`src/rtl/fpu_pkg.sv`:
```
// Shared types and constants for the FP add/sub issue stage.
// Operation encodings, issue FSM states, sign masks and the flush-to-zero helper.
package fpu_pkg;

   typedef enum logic [1:0] {
      FADD = 2'd0,
      FSUB = 2'd1,
      FNEG = 2'd2,
      FABS = 2'd3
   } addsub_op_t;

   typedef enum logic [1:0] {
      IDLE   = 2'd0,
      ISSUE  = 2'd1,
      WAIT   = 2'd2,
      BYPASS = 2'd3
   } issue_state_t;

   localparam logic [31:0] SIGN_MASK = 32'h8000_0000;
   localparam logic [31:0] ABS_MASK  = 32'h7FFF_FFFF;

   // Replace a denormal (or zero) single with a signed zero.
   function automatic logic [31:0] ftz(input logic [31:0] v);
      if (v[30:23] == 8'd0) begin
         return {v[31], 31'b0};
      end
      return v;
   endfunction

endpackage

```
`src/rtl/fpu_addsub_issue_if.sv`:
```
// Request/result handshake bundle between the FP dispatch, the issue stage and writeback.
// slave: the issue stage; master: the dispatch/writeback side.
interface fpu_addsub_issue_if #(
   parameter int TAG_W = 4
);
   // request channel
   logic                   req_valid;
   logic                   req_ready;
   fpu_pkg::addsub_op_t    req_op;
   logic [31:0]            req_rs1;
   logic [31:0]            req_rs2;
   logic [TAG_W-1:0]       req_tag;
   // result channel
   logic                   res_valid;
   logic                   res_ready;
   logic [31:0]            res_data;
   logic [TAG_W-1:0]       res_tag;

   modport slave (
      input  req_valid, req_op, req_rs1, req_rs2, req_tag, res_ready,
      output req_ready, res_valid, res_data, res_tag
   );

   modport master (
      output req_valid, req_op, req_rs1, req_rs2, req_tag, res_ready,
      input  req_ready, res_valid, res_data, res_tag
   );
endinterface

```
`src/rtl/fpu_result_fifo.sv`:
```
// Synchronous result FIFO with occupancy count.
// Head word is presented combinationally from storage and holds until popped.
module fpu_result_fifo #(
   parameter int WIDTH = 36,
   parameter int DEPTH = 4
) (
   input  logic                       clk,
   input  logic                       rstn,
   input  logic                       push,
   input  logic [WIDTH-1:0]           push_data,
   input  logic                       pop,
   output logic [WIDTH-1:0]           pop_data,
   output logic                       valid,
   output logic [$clog2(DEPTH):0]     count
);
   localparam int AW = $clog2(DEPTH);
   localparam int CW = AW + 1;
   localparam logic [CW-1:0] FULL_C = CW'(DEPTH);

   logic [WIDTH-1:0] mem [DEPTH];
   logic [AW-1:0]    wr_ptr;
   logic [AW-1:0]    rd_ptr;
   logic             push_ok;
   logic             pop_ok;

   assign push_ok  = push & (count != FULL_C);
   assign pop_ok   = pop & (count != '0);
   assign valid    = (count != '0);
   assign pop_data = mem[rd_ptr];

   // Storage write; contents need no reset because count gates visibility.
   always_ff @(posedge clk) begin
      if (push_ok) begin
         mem[wr_ptr] <= push_data;
      end
   end

   // Pointer and occupancy bookkeeping; pointers wrap naturally (power-of-two depth).
   always_ff @(posedge clk) begin
      if (!rstn) begin
         wr_ptr <= '0;
         rd_ptr <= '0;
         count  <= '0;
      end else begin
         if (push_ok) begin
            wr_ptr <= wr_ptr + AW'(1);
         end
         if (pop_ok) begin
            rd_ptr <= rd_ptr + AW'(1);
         end
         case ({push_ok, pop_ok})
            2'b10:   count <= count + CW'(1);
            2'b01:   count <= count - CW'(1);
            default: count <= count;
         endcase
      end
   end

endmodule

```
`src/rtl/fpu_addsub_issue.sv`:
```
// Issue/collect stage around the 2-stage fadd unit.
// Accepts FADD/FSUB/FNEG/FABS, keeps one adder op in flight, resolves FNEG/FABS
// locally, and queues tagged results in request order for FP writeback.
// Optional build macro: FPU_FTZ_EN flushes denormal operands and adder results to
// signed zero; without it denormals pass through untouched.
module fpu_addsub_issue
   import fpu_pkg::*;
#(
   parameter int TAG_W     = 4,
   parameter int RES_DEPTH = 4
) (
   input  logic                clk,
   input  logic                rstn,
   fpu_addsub_issue_if.slave   io,
   output logic                fa_order,
   input  logic                fa_accepted,
   input  logic                fa_done,
   output logic [31:0]         fa_rs1,
   output logic [31:0]         fa_rs2,
   input  logic [31:0]         fa_rd
);
   localparam int CW = $clog2(RES_DEPTH) + 1;
   localparam logic [CW-1:0] DEPTH_C = CW'(RES_DEPTH);

   issue_state_t         state;
   addsub_op_t           op_q;
   logic [TAG_W-1:0]     tag_q;
   logic                 accept;
   logic                 is_add;
   logic                 push;
   logic [32+TAG_W-1:0]  push_word;
   logic [32+TAG_W-1:0]  head_word;
   logic                 fifo_valid;
   logic [CW-1:0]        fifo_count;

   // Denormal handling applied to operands on entry and to adder results on return.
   function automatic logic [31:0] flush(input logic [31:0] v);
`ifdef FPU_FTZ_EN
      return ftz(v);
`else
      return v;
`endif
   endfunction

   // Ready only when idle and a FIFO slot is guaranteed; registered count, no pop credit.
   assign io.req_ready = rstn & (state == IDLE) & (fifo_count < DEPTH_C);
   assign accept       = io.req_valid & io.req_ready;
   assign is_add       = (io.req_op == FADD) | (io.req_op == FSUB);

   // Issue FSM: latches the request, drives the adder handshake, tracks the in-flight op.
   always_ff @(posedge clk) begin
      if (!rstn) begin
         state    <= IDLE;
         fa_order <= 1'b0;
         fa_rs1   <= '0;
         fa_rs2   <= '0;
      end else begin
         case (state)
            IDLE: begin
               if (accept) begin
                  op_q   <= io.req_op;
                  tag_q  <= io.req_tag;
                  fa_rs1 <= flush(io.req_rs1);
                  if (is_add) begin
                     // FSUB becomes an add of the sign-flipped second operand.
                     fa_rs2   <= flush(io.req_rs2) ^
                                 ((io.req_op == FSUB) ? SIGN_MASK : 32'h0);
                     fa_order <= 1'b1;
                     state    <= ISSUE;
                  end else begin
                     state    <= BYPASS;
                  end
               end
            end
            ISSUE: begin
               if (fa_accepted) begin
                  fa_order <= 1'b0;
                  state    <= WAIT;
               end
            end
            WAIT: begin
               if (fa_done) begin
                  state <= IDLE;
               end
            end
            BYPASS: begin
               state <= IDLE;
            end
            default: begin
               state    <= IDLE;
               fa_order <= 1'b0;
            end
         endcase
      end
   end

   // Result capture: adder rd in the fa_done cycle, or the sign-manipulated operand.
   always_comb begin
      push      = 1'b0;
      push_word = '0;
      case (state)
         WAIT: begin
            if (fa_done) begin
               push      = 1'b1;
               push_word = {flush(fa_rd), tag_q};
            end
         end
         BYPASS: begin
            push      = 1'b1;
            push_word = {((op_q == FNEG) ? (fa_rs1 ^ SIGN_MASK) : (fa_rs1 & ABS_MASK)),
                         tag_q};
         end
         default: begin
            push      = 1'b0;
            push_word = '0;
         end
      endcase
   end

   fpu_result_fifo #(
      .WIDTH (32 + TAG_W),
      .DEPTH (RES_DEPTH)
   ) u_fifo (
      .clk       (clk),
      .rstn      (rstn),
      .push      (push),
      .push_data (push_word),
      .pop       (io.res_ready),
      .pop_data  (head_word),
      .valid     (fifo_valid),
      .count     (fifo_count)
   );

   assign io.res_valid = fifo_valid;
   assign io.res_data  = head_word[32+TAG_W-1:TAG_W];
   assign io.res_tag   = head_word[TAG_W-1:0];

endmodule

```
`src/flat_wrapper.sv`:
```
// flat-port wrapper written by rule: the top's interface ports become plain ports
module fpu_addsub_issue_flat import fpu_pkg::*;
#(
   parameter int TAG_W     = 4,
   parameter int RES_DEPTH = 4
)
  (clk, rstn, fa_order, fa_accepted, fa_done, fa_rs1, fa_rs2, fa_rd, io_req_valid, io_req_op, io_req_rs1, io_req_rs2, io_req_tag, io_res_ready, io_req_ready, io_res_valid, io_res_data, io_res_tag);
  fpu_addsub_issue_if #(.TAG_W(TAG_W)) io_i ();
  input  logic clk;
  input  logic rstn;
  output logic fa_order;
  input  logic fa_accepted;
  input  logic fa_done;
  output logic [31:0] fa_rs1;
  output logic [31:0] fa_rs2;
  input  logic [31:0] fa_rd;
  input wire logic [$bits(io_i.req_valid)-1:0] io_req_valid;
  input wire logic [$bits(io_i.req_op)-1:0] io_req_op;
  input wire logic [$bits(io_i.req_rs1)-1:0] io_req_rs1;
  input wire logic [$bits(io_i.req_rs2)-1:0] io_req_rs2;
  input wire logic [$bits(io_i.req_tag)-1:0] io_req_tag;
  input wire logic [$bits(io_i.res_ready)-1:0] io_res_ready;
  output wire logic [$bits(io_i.req_ready)-1:0] io_req_ready;
  output wire logic [$bits(io_i.res_valid)-1:0] io_res_valid;
  output wire logic [$bits(io_i.res_data)-1:0] io_res_data;
  output wire logic [$bits(io_i.res_tag)-1:0] io_res_tag;
  assign io_i.req_valid = io_req_valid;
  assign io_i.req_op = io_req_op;
  assign io_i.req_rs1 = io_req_rs1;
  assign io_i.req_rs2 = io_req_rs2;
  assign io_i.req_tag = io_req_tag;
  assign io_i.res_ready = io_res_ready;
  assign io_req_ready = io_i.req_ready;
  assign io_res_valid = io_i.res_valid;
  assign io_res_data = io_i.res_data;
  assign io_res_tag = io_i.res_tag;
  fpu_addsub_issue #(.TAG_W(TAG_W), .RES_DEPTH(RES_DEPTH)) u_core (.clk(clk), .rstn(rstn), .io(io_i), .fa_order(fa_order), .fa_accepted(fa_accepted), .fa_done(fa_done), .fa_rs1(fa_rs1), .fa_rs2(fa_rs2), .fa_rd(fa_rd));
endmodule
```
`config.mk`:
```
export PLATFORM = sky130hd
export DESIGN_NAME = fpu_addsub_issue_flat
export DESIGN_NICKNAME = d
export VERILOG_FILES = /design/src/rtl/fpu_pkg.sv /design/src/rtl/fpu_addsub_issue_if.sv /design/src/rtl/fpu_result_fifo.sv /design/src/rtl/fpu_addsub_issue.sv /design/src/flat_wrapper.sv
export SDC_FILE = /design/constraint.sdc
export NUM_CORES = 1
export LEC_CHECK = 0
export BUFFER_PORTS_ARGS = -buffer_cell sky130_fd_sc_hd__buf_4
export CAP_MARGIN = 0
export CORE_UTILIZATION = 48
export CTS_BUF_LIST = sky130_fd_sc_hd__clkbuf_4 sky130_fd_sc_hd__clkbuf_8 sky130_fd_sc_hd__clkbuf_16
export CTS_CLUSTER_DIAMETER = 100
export DETAILED_ROUTE_END_ITERATION = 16
export GPL_ROUTABILITY_DRIVEN = 0
export PLACE_DENSITY = 0.76
export SLEW_MARGIN = 5
export SYNTH_ARGS = -nofsm -noshare
export SYNTH_HDL_FRONTEND = slang
export SYNTH_SLANG_ARGS = --single-unit
```
`constraint.sdc`:
```
create_clock -name clk -period 2.5 [get_ports clk]
set_clock_uncertainty 0.15 [all_clocks]
set_input_delay 0.25 -clock clk [delete_from_list [all_inputs] [get_ports clk]]
set_output_delay 0.25 -clock clk [all_outputs]
set_load 0.02 [all_outputs]
```
* Word level (Yosys, flattened, before mapping) *
Memory sizes are Yosys's and may differ from the RTL's. A register that Yosys moved wholly into a read port is not among the register bits.
Index checks and enable logic that the tools add are counted.

cells by class
  add/sub/neg operators = 4
  order comparisons = 1
  eq/ne operators = 12
  multiplexer cells = 20
  bitwise operators = 8
  reduce and logical (&&, ||, !) cells = 10

operators by type and width
  kind                                                                     number
  36-bit case mux with 2 select lines                                      1
  32-bit two-way mux                                                       2
  36-bit two-way mux                                                       1
  32-bit bitwise XOR                                                       1
  2-bit two-way mux                                                        6
  3-bit AND reduction                                                      3
  2-bit == test, second input constant                                     4
  2-bit case mux with 4 select lines                                       1
  2-bit by 1-bit == test with 1-bit output, second input constant          3
  1-bit two-way mux                                                        6
  3-bit case mux with 2 select lines                                       1
  1-bit bitwise AND                                                        5
  2-bit by 1-bit adder with 2-bit output, second input constant            2
  2-bit logical NOT                                                        2
  2-bit by 1-bit inequality test with 1-bit output, second input constant  2
  2-bit inequality test, second input constant                             2
  1-bit case mux with 2 select lines                                       2
  4-bit AND reduction                                                      1
  2-bit nonzero test                                                       2
  3-bit by 1-bit adder with 3-bit output, second input constant            1
  3-bit less-than comparator, second input constant                        1
  3-bit inequality test, second input constant                             1
  3-bit nonzero test                                                       1
  3-bit by 1-bit subtractor with 3-bit output, second input constant       1
  3 further kinds                                                          3

word-level totals
  bits in registers = 80
  bits in writable memories = 144
  output and inout port bits = 103
  memories = 1

memories
  memory             words  width  rd ports  clocked after memory_dff  write ports  RTL line               RTL
  u_core.u_fifo.mem  4      36     1         1                         1            fpu_result_fifo.sv:20  logic [WIDTH-1:0] mem [DEPTH];

* Logic depth before layout (Yosys ltp) *
  word-level depth = 6
  depth in mapped cells = 9
  mapped depth without buffers = 9

* Modules after synthesis *
A second synthesis with hierarchy kept.

second synthesis, totals
  cells, all modules = 594
  area, all modules = 8,808.4 µm²

by module, submodules not included
  module            times used  cells each  area an instance (µm²)
  fpu_result_fifo   1           239         5,748.0
  fpu_addsub_issue  1           355         3,060.4

* Least setup slack after synthesis *
OpenSTA, ideal clock, no wires.

  path type = reg2reg
  from = register u_core.state[1]
  to = memory u_core.u_fifo.mem[2][0], enable pin
  setup time = 0.397 ns
  arrival time = 1.798 ns
  required time = 1.953 ns
  slack = 0.156 ns
  cell stages (with the launch flop) = 4
  path buffers = 0
  cells stage by stage = dfxtp_1 -> o21a_1 -> a21boi_2 -> and2_1

on the way
  word-level cells in the longest chain between the ends = 5
  elaborated cells on any way between the ends = 6
  those cells by class = eq/ne: 2; mux: 3; bitwise: 1

ends and longest elaborated chain
  item                                         RTL line                 RTL
  start, declared                              fpu_addsub_issue.sv:25   issue_state_t state;
  start signal, assigned                       fpu_addsub_issue.sv:53   state <= IDLE;
  start signal, assigned                       fpu_addsub_issue.sv:69   state <= ISSUE;
  start signal, assigned                       fpu_addsub_issue.sv:71   state <= BYPASS;
  2-bit == test                                fpu_addsub_issue.sv:101  case (state)
  1-bit case mux with 2 select lines (*)       fpu_addsub_issue.sv:101
  1-bit bitwise AND (*)                        fpu_result_fifo.sv:26    assign push_ok = push & (count != FULL_C);
  1-bit two-way mux (*)                        fpu_result_fifo.sv:33    if (push_ok) begin
  1-bit two-way mux (implied by the code) (*)  fpu_result_fifo.sv:34    mem[wr_ptr] <= push_data;
  end, declared                                fpu_result_fifo.sv:20

Mark *: on every way between the ends. The rest lies on a longest branch, timed or not.

* Worst setup path in the final report *
  from = register u_core.state[1]
  to = register u_core.u_fifo.count[2]

on the way
  word-level cells in the longest chain between the ends = 5
  elaborated cells on any way between the ends = 8
  those cells by class = eq/ne: 4; mux: 2; bitwise: 1; reduce/logical: 1

ends and longest elaborated chain
  item                                                                              RTL line                 RTL
  2-bit == test                                                                     fpu_addsub_issue.sv:101
  1-bit case mux with 2 select lines (*)                                            fpu_addsub_issue.sv:101
  1-bit bitwise AND (*)                                                             fpu_result_fifo.sv:26
  2-bit by 1-bit == test with 1-bit output / 2-bit == test (equally long branches)  fpu_result_fifo.sv:51    case ({push_ok, pop_ok})
  3-bit case mux with 2 select lines / 2-bit nonzero test (equally long branches)   --
  end signal, assigned                                                              fpu_result_fifo.sv:52    2'b10: count <= count + CW'(1);
  end signal, assigned                                                              fpu_result_fifo.sv:53    2'b01: count <= count - CW'(1);
  end signal, assigned                                                              fpu_result_fifo.sv:54    default: count <= count;
  end, declared                                                                     fpu_result_fifo.sv:14    output logic [$clog2(DEPTH):0] count

Marked as above.
A chain may end at the register's enable or synchronous reset.

==> impl_metrics.json <==
{
  "status": "finished, final reports clean",
  "cts_tree": "built",
  "fill_cells": 1123,
  "finalSetupViolCount": 0,
  "wl_um": 22300,
  "rows": 48,
  "cts_buffer_depth": 3,
  "rr_worst_depth": 9,
  "worstPathCellList": "o21a_1 -> a21boi_4 -> inv_1 -> ha_1 -> inv_1 -> fa_1 -> xor2_1 -> or3_1 -> a21boi_0",
  "root_buffer": "clkbuf_16",
  "avgSynthCellArea_sq_um": 14.6,
  "die_width_um": 137,
  "worstMarginPinSlew_ns": 0.904,
  "vias_per_cell": 5.43,
  "seq_area_frac_synth_pct": 69.0,
  "synth_top_family_by_area": "multiplexers",
  "ys.flop_type": "edfxtp_1",
  "swShare_pct": 22.6,
  "startpoint_type": "register",
  "synth_cells": 597,
  "fin_setup_tns_ns": 0,
  "cts-buffers-inserted": 23,
  "drv_slew": 0,
  "worstSkewPairLatency_ns": 0.49,
  "mostFrequentLayoutCells": "225 x buf_4, 150 x edfxtp_1, 93 x dlygate4sd3_1, 78 x nand2_1, 74 x dfxtp_1",
  "reg2reg_to": "u_core.u_fifo.count[2]",
  "worstPathArrival_ns": 2.64,
  "ir_drop_uv": 532,
  "slowest_delay_ns": 0.43,
  "post-dp-hpwl_um": 13100,
  "antenna_found_initial": 0,
  "min_from": "fa_rd[24]",
  "overflow": 0,
  "synth_fa_ha_area_share_pct": 0.946,
  "chipHeight_um": 137,
  "ios": 211,
  "synthSimpleGateAreaFrac_pct": 8.73,
  "yosys.cell_types.count": 35,
  "slew_headroom_pct": 39.7,
  "fin_crit_ns": 2.37,
  "wl_per_cell_um": 19.6,
  "required_ns": 2.77,
  "coreArea_sq_mm": 0.0175,
  "timing.fmax_mhz": 422,
  "grt_pass1_vias": 6614,
  "crit_family": "adder cells",
  "hold_path_end": "u_core.u_fifo.mem[2][28]",
  "antenna_cells": 0,
  "hold_viol_final": 0,
  "synth_compound_area_share_pct": 7.28,
  "drtPass1Iterations": 5,
  "die-area_sq_mm": 0.0187,
  "fin_crit_sh_pct": 94.8,
  "synthMuxAreaShare_pct": 10.5,
  "crit_type": "reg2reg",
  "power.leakage_nw": 4.79,
  "yosys_warnings": 0,
  "min_path_type": "in2reg",
  "maxCapViolCount": 0,
  "synth_edf_count": 150,
  "crit_buf_inv": 2,
  "grt_usage_pct": 24.0,
  "yosysTopAreaCell": "edfxtp_1",
  "cp_slowest_cell": "fa_1",
  "clock_sinks": 226,
  "critPathCaptureType": "register",
  "final_antenna_net_count": 0,
  "p_int_mw": 6.69,
  "grt_max_degree": 87,
  "pwr-share-clk_pct": 39.6,
  "power_mw": 8.65,
  "crit_fanout": 6,
  "htreeDepth": 1,
  "drtIter0Drc": 445,
  "synth_xor_area_share_pct": 0.502,
  "ys_async_sr_fraction_pct": 0,
  "synth_area_sq_mm": 0.00873,
  "startpoint": "u_core.state[1]",
  "p_per_area_mw_per_mm2": 705,
  "start_util_pct": 49.8,
  "rrSetupSlack_ns": 0.13,
  "switchingPower_mw": 1.96,
  "io_buffers": 210,
  "path_clk_slew_ns": 0.06,
  "syn-num-nets": 711,
  "whs_path_depth": 2,
  "final_nets": 1012,
  "combPwrFrac_pct": 12.5,
  "areaGrowthSynthToFinish_pct": 40.5,
  "final_common_cell": "buf_4",
  "pwr-share-seq_pct": 47.9,
  "synth_seq_cells": 226,
  "rr_startpoint": "u_core.state[1]",
  "crit_cells": 9,
  "num_vias": 6185,
  "synth_area_leaders": "edfxtp_1 52%, dfxtp_1 17%, mux4_2 9.3%",
  "synth_top_area_share_pct": 51.6,
  "cpMostUsedCell": "inv_1",
  "grt_setup_unrepaired": "no",
  "drc": 0,
  "drive_above_1_share_pct": 34.5,
  "grt_pass1_wl_um": 34000
}
-- state kept, by name, indices dropped and copies added, names as in the netlist, named ones only --
register and cells:
u_core.fa_rs2 32, u_core.u_fifo.wr_ptr 2, u_core.op_q 2, u_core.tag_q 4, u_core.u_fifo.count 3, u_core.u_fifo.mem 144, u_core.u_fifo.rd_ptr 2, u_core.state 2
u_core.fa_order 1, u_core.fa_rs1 32
-- metrics by stage --
step	worst slack (ns)	hold WS [ns]	area (sq um)	util, %	instances
floorplan	0.156	0.199	8730	-	597
global placement	0.158	0.282	10600	60.2	1004
detailed placement	0.0468	0.280	10600	60.2	1004
CTS	0.0591	0.00844	12300	69.9	1138
global route	0.0270	0.0260	12300	70.0	1139
finish	0.131	0.0211	12300	70.0	1139
-- Yosys cell counts, types with 3 or more instances --
cell type,count
edfxtp_1,150
nand2_1,78
dfxtp_1,76
nand3_1,55
o21ai_1,55
mux4_2,36
a22o_1,31
clkbuf_1,24
and2_1,14
buf_4,11
mux2i_1,11
buf_2,10
inv_1,7
ha_1,5
nor2b_1,5
nor2_1,3
o21ai_0,3
xnor2_1,3
-- final cells by class --
cell class	instances	area (sq um)	area share (%)
inverters	7	26.3	0.214
clock inverters	9	97.6	0.796
clock buffers	32	673	5.49
flip-flops and latches	226	6030	49.1
repair buffers	322	2700	22.0
well taps	225	282	2.29
multi-input cells	318	2460	20.1
-- cell families (layout without fill, tap and decap cells) --
family / count (synthesis) / count (layout)
adders and majority gates: 6 / 6
DFF: 226 / 226
xor gates and xnor gates: 5 / 5
muxes: 47 / 47
AOI/OAI and AO/OA: 98 / 98
and+or+nand+nor: 162 / 162
buffers and inverters: 53 / 370
-- per-layer routing --
layer | part of all wire, % | up-vias | global-route usage (%) | routed length (um)
met2 | 50 | 286 | 44.4 | 11300
met1 | 39 | 3028 | 28.1 | 8810
met4 | 1.2 | 0 | 5.13 | 278
li1 | - | 2843 | - | -
met5 | 0 | - | 0 | 0
met3 | 8.8 | 28 | 5.96 | 1960
-- worst max-delay path by stage --
stage | end | slack (ns)
after floorplan | u_core.u_fifo.mem[2][0] | 0.16
after global placement | u_core.u_fifo.count[2] | 0.16
after detailed placement | u_core.u_fifo.count[2] | 0.05
after CTS | u_core.u_fifo.count[2] | 0.06
after global routing | u_core.u_fifo.count[2] | 0.03
final | u_core.u_fifo.count[2] | 0.13
-- power by group through the flow --
stage	clock network (mW)	registers, mW	logic [mW]
6_report	3.42	4.14	1.08
5_1_grt	3.64	4.15	1.15
4_1_cts	3.49	4.14	1.08
3_5_place_dp	0	4.21	0.957
3_3_place_gp	0	4.21	0.935
2_1_floorplan	0	4.28	0.445
-- repair_timing --
item                                    CTS  global route
buffers inserted                          0             1
endpoints found under the hold margin   153             0
endpoints found under the setup margin    0             2
resized for setup                         0             1
hold buffers                             93             0
Power figures use the tool's default switching activity.
